--- src/rtl/link_pkg.sv ---
// link_pkg: shared link-layer widths and default sizing
package link_pkg;
    localparam int LINK_DATA_W  = 64;
    localparam int LINK_DEPTH   = 4;
    localparam int LINK_CREDITS = 8;
endpackage

--- src/rtl/link_fifo.sv ---
// link_fifo: DEPTH x 64 first-word-fall-through FIFO with occupancy count
module link_fifo
    import link_pkg::*;
#(
    parameter int DEPTH = LINK_DEPTH
) (
    input  logic                       clk,
    input  logic                       rst,
    input  logic                       push,
    input  logic                       pop,
    input  logic [LINK_DATA_W-1:0]     din,
    output logic [LINK_DATA_W-1:0]     dout,
    output logic [$clog2(DEPTH+1)-1:0] count
);
    localparam int AW = $clog2(DEPTH);
    localparam int CW = $clog2(DEPTH + 1);

    logic [LINK_DATA_W-1:0] mem [DEPTH];
    logic [AW-1:0]          wr_ptr;
    logic [AW-1:0]          rd_ptr;

    always_ff @(posedge clk) begin
        if (rst) begin
            wr_ptr <= '0;
            rd_ptr <= '0;
            count  <= '0;
        end else begin
            wr_ptr <= push ? wr_ptr + 1'b1 : wr_ptr;
            rd_ptr <= pop ? rd_ptr + 1'b1 : rd_ptr;
            count  <= count + CW'(push) - CW'(pop);
        end
    end

    always_ff @(posedge clk) begin
        if (push)
            mem[wr_ptr] <= din;
    end

    assign dout = mem[rd_ptr];
endmodule

--- src/rtl/link_tx_credit_buffer.sv ---
// link_tx_credit_buffer: credit-gated transmit FIFO with toggle-token credit return
module link_tx_credit_buffer
    import link_pkg::*;
#(
    parameter int DEPTH   = LINK_DEPTH,
    parameter int CREDITS = LINK_CREDITS
) (
    input  logic                         clk,
    input  logic                         rst,
    input  logic                         core_valid_in,
    input  logic [LINK_DATA_W-1:0]       core_data_in,
    output logic                         core_ready_out,
    output logic                         ser_valid_out,
    output logic [LINK_DATA_W-1:0]       ser_data_out,
    input  logic                         ser_ready_in,
    input  logic                         io_token_in,
    output logic [$clog2(CREDITS+1)-1:0] credit_count,
    output logic [$clog2(DEPTH+1)-1:0]   fifo_count,
    output logic                         credit_overflow
);
    localparam int FW = $clog2(DEPTH + 1);
    localparam int CW = $clog2(CREDITS + 1);
    localparam logic [FW-1:0] FULL     = FW'(DEPTH);
    localparam logic [CW-1:0] MAX_CRED = CW'(CREDITS);

    logic tok_sync1;
    logic tok_sync2;
    logic tok_hist;
    logic tok_ev;
    logic push;
    logic pop;

    assign core_ready_out = fifo_count < FULL;
    assign ser_valid_out  = (fifo_count != '0) && (credit_count != '0);
    assign push           = core_valid_in && core_ready_out;
    assign pop            = ser_valid_out && ser_ready_in;
    assign tok_ev         = tok_sync2 ^ tok_hist;

    link_fifo #(.DEPTH(DEPTH)) u_fifo (
        .clk   (clk),
        .rst   (rst),
        .push  (push),
        .pop   (pop),
        .din   (core_data_in),
        .dout  (ser_data_out),
        .count (fifo_count)
    );

    always_ff @(posedge clk) begin
        if (rst) begin
            tok_sync1       <= 1'b0;
            tok_sync2       <= 1'b0;
            tok_hist        <= 1'b0;
            credit_count    <= MAX_CRED;
            credit_overflow <= 1'b0;
        end else begin
            tok_sync1       <= io_token_in;
            tok_sync2       <= tok_sync1;
            tok_hist        <= tok_sync2;
            credit_count    <= (tok_ev && !pop && credit_count != MAX_CRED) ? credit_count + 1'b1 :
                               (pop && !tok_ev) ? credit_count - 1'b1 : credit_count;
            credit_overflow <= credit_overflow || (tok_ev && !pop && credit_count == MAX_CRED);
        end
    end
endmodule

--- config.mk ---
export PLATFORM = sky130hd
export DESIGN_NAME = link_tx_credit_buffer
export DESIGN_NICKNAME = d
export VERILOG_FILES = /design/src/rtl/link_pkg.sv /design/src/rtl/link_fifo.sv /design/src/rtl/link_tx_credit_buffer.sv
export SDC_FILE = /design/constraint.sdc
export NUM_CORES = 1
export LEC_CHECK = 0
export BUFFER_PORTS_ARGS = -buffer_cell sky130_fd_sc_hd__buf_2
export CORE_MARGIN = 2
export CORE_UTILIZATION = 51
export DETAILED_ROUTE_END_ITERATION = 10
export GPL_TIMING_DRIVEN = 1
export MAX_ROUTING_LAYER = met4
export PLACE_DENSITY = 0.85
export SETUP_SLACK_MARGIN = 0.3
export SYNTH_ARGS = -nofsm -noshare
export SYNTH_HDL_FRONTEND = slang
export SYNTH_SLANG_ARGS = --single-unit
--- constraint.sdc ---
create_clock -name clk -period 2.8 [get_ports clk]
set_input_delay 0.14 -clock clk [delete_from_list [all_inputs] [get_ports clk]]
set_output_delay 0.14 -clock clk [all_outputs]
set_load 0.1 [all_outputs]
======== Yosys cells after proc, flatten, opt, wreduce, memory -nomap -nowiden ========
Memory sizes are Yosys's and may differ from the RTL's. A register that Yosys moved wholly into a read port is not among the register bits.
Index checks and enable logic that the tools add are counted.
storage, ports and cells
  memories kept ........................... 1
  word-level logic and storage cells ...... 38
  bits in registers ....................... 15
  memory bits (writable) .................. 256
operators by class
  reductions and logical operators ........ 13
  order comparisons ....................... 1
  bitwise operators ....................... 1
  equality and inequality tests ........... 2
  add/subtract/negate cells ............... 6
  multiplexer cells ....................... 6
memory list
  name        words  width  rd ports  clocked after memory_dff  write ports  RTL line         RTL
  u_fifo.mem  4      64     1         1                         1            link_fifo.sv:18  logic [LINK_DATA_W-1:0] mem [DEPTH];
operators with widths
  kind                   count
  $mux W4                2
  $logic_and A1 B1 Y1    7
  $add A2 B1 Y2 const B  2
  $add A4 B1 Y4 const B  1
  $eq A4 B4 Y1 const B   1
  $mux W2                2
  $ne A4 B4 Y1 const B   1
  $reduce_bool A4 Y1     1
  $sub A4 B1 Y4 const B  1
  $add A3 B1 Y3          1
  $lt A3 B3 Y1 const B   1
  $reduce_bool A3 Y1     1
  $sub A3 B1 Y3          1
  $logic_not A1 Y1       2
  $mux W1                2
  $reduce_bool A2 Y1     1
  $logic_or A1 B1 Y1     1
  $xor A1 B1 Y1          1

======== Longest topological paths before layout ========
  depth after elaboration ................. 7
  depth in mapped cells ................... 11

======== Cells and area by module ========
A second synthesis with hierarchy kept.
unflattened totals
  cells, all modules ...................... 429
  area, all modules ....................... 10231.1 µm²
modules (own cells, without submodules)
  module                 area each (µm²)  cells an instance  instances
  link_fifo              9738.1           374                1
  link_tx_credit_buffer  493.0            55                 1

======== Worst setup path before layout ========
No wires, ideal clock.
  path type ............................... register to register
  start point ............................. register u_fifo.count[2]
  end point ............................... memory u_fifo.mem[1][0], enable pin
  setup time .............................. 429 ps
  buffers on the path ..................... 1
  data arrival time ....................... 2796 ps
  period minus slack after synthesis ...... 3225 ps
  path slack .............................. -425 ps
  stages on the path, launching flop included .. 4
  cell sequence ........................... dfxtp_1 and2b_1 clkbuf_1 and2_1
on the way
  longest elaborated chain between the ends .. 4
RTL lines
  element                        RTL line                     RTL
  start: declaration             link_fifo.sv:13              output logic [$clog2(DEPTH+1)-1:0] count
  start signal: assignment       link_fifo.sv:30              count <= count + CW'(push) - CW'(pop);
  $lt A3 B3 Y1                   link_tx_credit_buffer.sv:33  assign core_ready_out = fifo_count < FULL;
  $logic_and A1 B1 Y1            link_tx_credit_buffer.sv:35  assign push = core_valid_in && core_ready_out;
  net push                       link_tx_credit_buffer.sv:30  logic push;
  $mux W1                        link_fifo.sv:35              if (push)
  $mux W1 (implied by the code)  link_fifo.sv:36              mem[wr_ptr] <= din;
  end: declaration               link_fifo.sv:18
The timed path passes the listed nets, and every way through them passes these cells.

======== Final worst setup path ========
  start point ............................. register credit_count[0]
  end point ............................... register credit_count[3]
on the way
  longest elaborated chain between the ends .. 7
  elaborated cells on any way between the ends .. 13
RTL lines
  element                                                RTL line                     RTL
  start: declaration                                     link_tx_credit_buffer.sv:17  output logic [$clog2(CREDITS+1)-1:0] credit_count,
  start signal: assignment                               link_tx_credit_buffer.sv:60  credit_count <= (tok_ev && !pop && credit_count != MAX_CRED) ? credit_count + 1'b1 :
  branches (longest 7 deep; another with $sub A4 B1 Y4)  n/a
Several ways; the timed one is not identified. The select of a mux whose other input is x is not followed.
A chain may end at the register's enable or synchronous reset.

==> flow_summary.yaml <==
floorplanning:
  dieArea_um2: 21100
  die_h_um: 145
  core_area_um2: 19500
  rows: 51
  initial_core_util_pct: 52.2
  die_x_um: 145
  boundaryPins: 143
cts:
  cts-root-buf: "clkbuf_16"
  clock_latency_ns: 0.52
  cts_made_buffers: 27
  path_clk_slew_ns: 0.06
  htree_levels: 1
  cts_sinks: 273
  cts_buffer_depth: 3
  cts_tree: "done"
worst_setup_path:
  max_stage_delay_ns: 0.53
  arrival_ns: 2.85
  cp-end-kind: "flop"
  critical_path_class: "flop to flop"
  crit_fanout: 9
  start_kind: "flop"
  cp.depth: 8
  cp_cell_sequence: "nor3_1, a21oi_1, nand2_1, ha_1, a21oi_1, nand2_1, a31oi_1, o221ai_1"
  critPathBufInv: 0
  worstReg2RegEnd: "credit_count[3]$_SDFFE_PP1P_"
  rr_worst_depth: 8
  r2r_start: "credit_count[0]$_SDFFE_PP0P_"
  cpLargestDelayFamily: "simple AND/OR/NAND/NOR gates"
  cp.required_ns: 3.16
  reg2reg_slack_ns: 0.31
  critPathSlowestCell: "nor3_1"
placement:
  place_area_um2: 11300
  placement.io_buffers: 142
  gp_congestion: 0.844
  place_hpwl_um: 11400
sta:
  clock.fmax_mhz: 401
  hold_viol: 0
  period_share_pct: 89.0
  rsz0062_at_grt: "false"
  tightest_slew_ns: 0.590
  report.final.slew_viol_count: 0
  final.setup.tns_ns: 0
  maxSlewHeadroom_pct: 60.4
  fin_hold_ws_ns: 0.114
  min_period_ns: 2.49
  setup_viol: 0
  fin_skew_ns: 0.0136
logic_synthesis:
  synth_seq_cells: 273
  synthTopCellsByArea: "edfxtp_1 (75%), mux4_2 (14%), dfxtp_1 (3.3%), ha_1 (0.98%), xnor2_1 (0.60%)"
  synth.most_common_cell: "edfxtp_1"
  syn-num-nets: 519
  synth_edf_count: 256
  yosysTopAreaCell: "edfxtp_1"
  synth.distinct_cells: 39
  synth_top_area_share_pct: 75.4
  synthTopCellsByCount: "edfxtp_1 (256), mux4_2 (64), dfxtp_1 (17), nor2_1 (11), ha_1 (8)"
  synth_area_um2: 10200
  avgSynthCellArea_um2: 23.2
  yosysWarnings: 0
  synth-main-ff-cell: "edfxtp_1"
  seq_area_frac_synth_pct: 78.7
  synth-async-reset-ratio_pct: 0
  netlist_instances: 440
grt:
  grt_max_degree: 42
  grt_pass1_wl_um: 30800
  track_usage_pct: 19.2
  grt_pass1_vias: 5626
  overflow: 0
  antenna_found_initial: 0
pwr:
  vdd_drop_max_uv: 1290
  p_leak_nw: 4.40
  power_density_nw_per_um2: 1150
layout:
  fillCellCount: 1279
  fin_util_pct: 65.6
  drive_gt1_share_pct: 39.9
  final_area_um2: 12800
  syn2layout_area_growth_pct: 25.6
  fin_nets: 746
  n_antenna_cell: 0
route:
  routed.top_layer: "met4"
  viasPerCell: 5.41
  drc_errors: 0
  ant_nets: 0
  wire_per_inst_um: 20.4
  drt-initial-drc-count: 305
  route.met3.wl_um: 1070
  wl_met2_um: 10000
  drt-met1-wl_um: 7870
  drtPass1Iterations: 5
  via_count: 5143
  wl_um: 19400
run_status:
  status: "complete, no violations"
min_path:
  hold_end: "credit_count[2]$_SDFFE_PP0P_"
  hold_start: "ser_ready_in"
  hold_depth: 5
  hold_class: "primary input to flop"
run:
  cap_violations: 0
[timing repair]
action | in CTS | in global routing
resized for setup | 0 | 1
endpoints found under the setup margin | 0 | 1
buffers inserted | 0 | 0
hold endpoints to repair | 265 | 0
hold buffers | 66 | 0
[cells by family (layout without fill, tap and decap cells)]
group	count (synthesis)	after routing	synth area share [%]
DFF	273	273	78.7
muxes	65	65	14.3
and+or+nand+nor	41	41	2.20
buffers and inverters	24	270	1.20
AOI/OAI and AO/OA	17	17	1.26
adders and majority gates	10	10	1.37
xor gates and xnor gates	10	10	0.933
[registers in the layout, indices dropped and copies added, names as in the netlist, named ones only]
signal           flops
tok_sync2            1
credit_overflow      1
u_fifo.wr_ptr        2
tok_sync1            1
tok_hist             1
u_fifo.mem         256
u_fifo.rd_ptr        2
credit_count         4
u_fifo.count         3
[placed cells by master (no fill, tap or decap), types with 3 or more instances in the layout]
cell	instances
xnor2_1	7
a21oi_1	5
nand3_1	6
nand2_1	5
dlygate4sd3_1	66
dfxtp_2	7
buf_2	142
nor2_1	11
buf_12	6
clkinv_1	5
inv_1	7
nor2b_1	5
and2_4	4
bufinv_16	3
dfxtp_1	8
ha_1	8
edfxtp_1	256
clkbuf_16	27
mux4_2	64
clkinv_2	8
clkbuf_1	5
[metal layers]
metal	vias up	GRT usage [%]
li1	2280	-
met2	180	32.8
met3	42	4.08
met4	0	4.66
met1	2641	23.9
met5	-	-
[worst min-delay path, cell delays in order]
cell	delay [ns]
buf_2	0.12
o31ai_4	0.08
a21oi_1	0.08
o2111ai_1	0.09
nand2_1	0.07
[cell type report]
| class | instances | area [um^2] | area share (%) |
|---|---|---|---|
| clock buffer | 32 | 694 | 5.42 |
| clock inverter | 16 | 149 | 1.16 |
| inverter | 7 | 26.3 | 0.205 |
| multi-input combinational | 143 | 2060 | 16.1 |
| sequential | 273 | 8040 | 62.8 |
| tap | 265 | 332 | 2.59 |
| timing repair buffer | 215 | 1500 | 11.7 |
[power by group]
group | internal [W] | switching, W | leakage [nW]
Clock | 0.00203 | 0.00139 | 0.420
Combinational | 0.00139 | 0.00471 | 1.49
Sequential | 0.00494 | 0.000240 | 2.48
Total | 0.00836 | 0.00634 | 4.40
[through the flow]
| stage | setup slack (ns) | power [W] | instances |
|---|---|---|---|
| final | 0.307 | 0.0147 | 951 |
| after global routing | 0.327 | 0.0152 | 951 |
| after CTS | 0.402 | 0.0148 | 951 |
| after detailed placement | 0.472 | 0.0113 | 837 |
| after global placement | 0.626 | 0.0111 | 837 |
| after floorplan | 0.380 | 0.0104 | 440 |
[worst max-delay path by stage]
stage | start | end | slack [ns]
final | credit_count[0]$_SDFFE_PP0P_ | credit_count[3]$_SDFFE_PP1P_ | 0.31
after global routing | flop | ser_data_out[0] | 0.33
after CTS | flop | ser_data_out[26] | 0.40
after detailed placement | credit_count[3]$_SDFFE_PP1P_ | u_fifo.count[2]$_SDFF_PP0_ | 0.47
after global placement | credit_count[3]$_SDFFE_PP1P_ | u_fifo.count[2]$_SDFF_PP0_ | 0.63
after floorplan | credit_count[3]$_SDFFE_PP1P_ | u_fifo.count[2]$_SDFF_PP0_ | 0.38
Power figures use the tool's default switching activity.
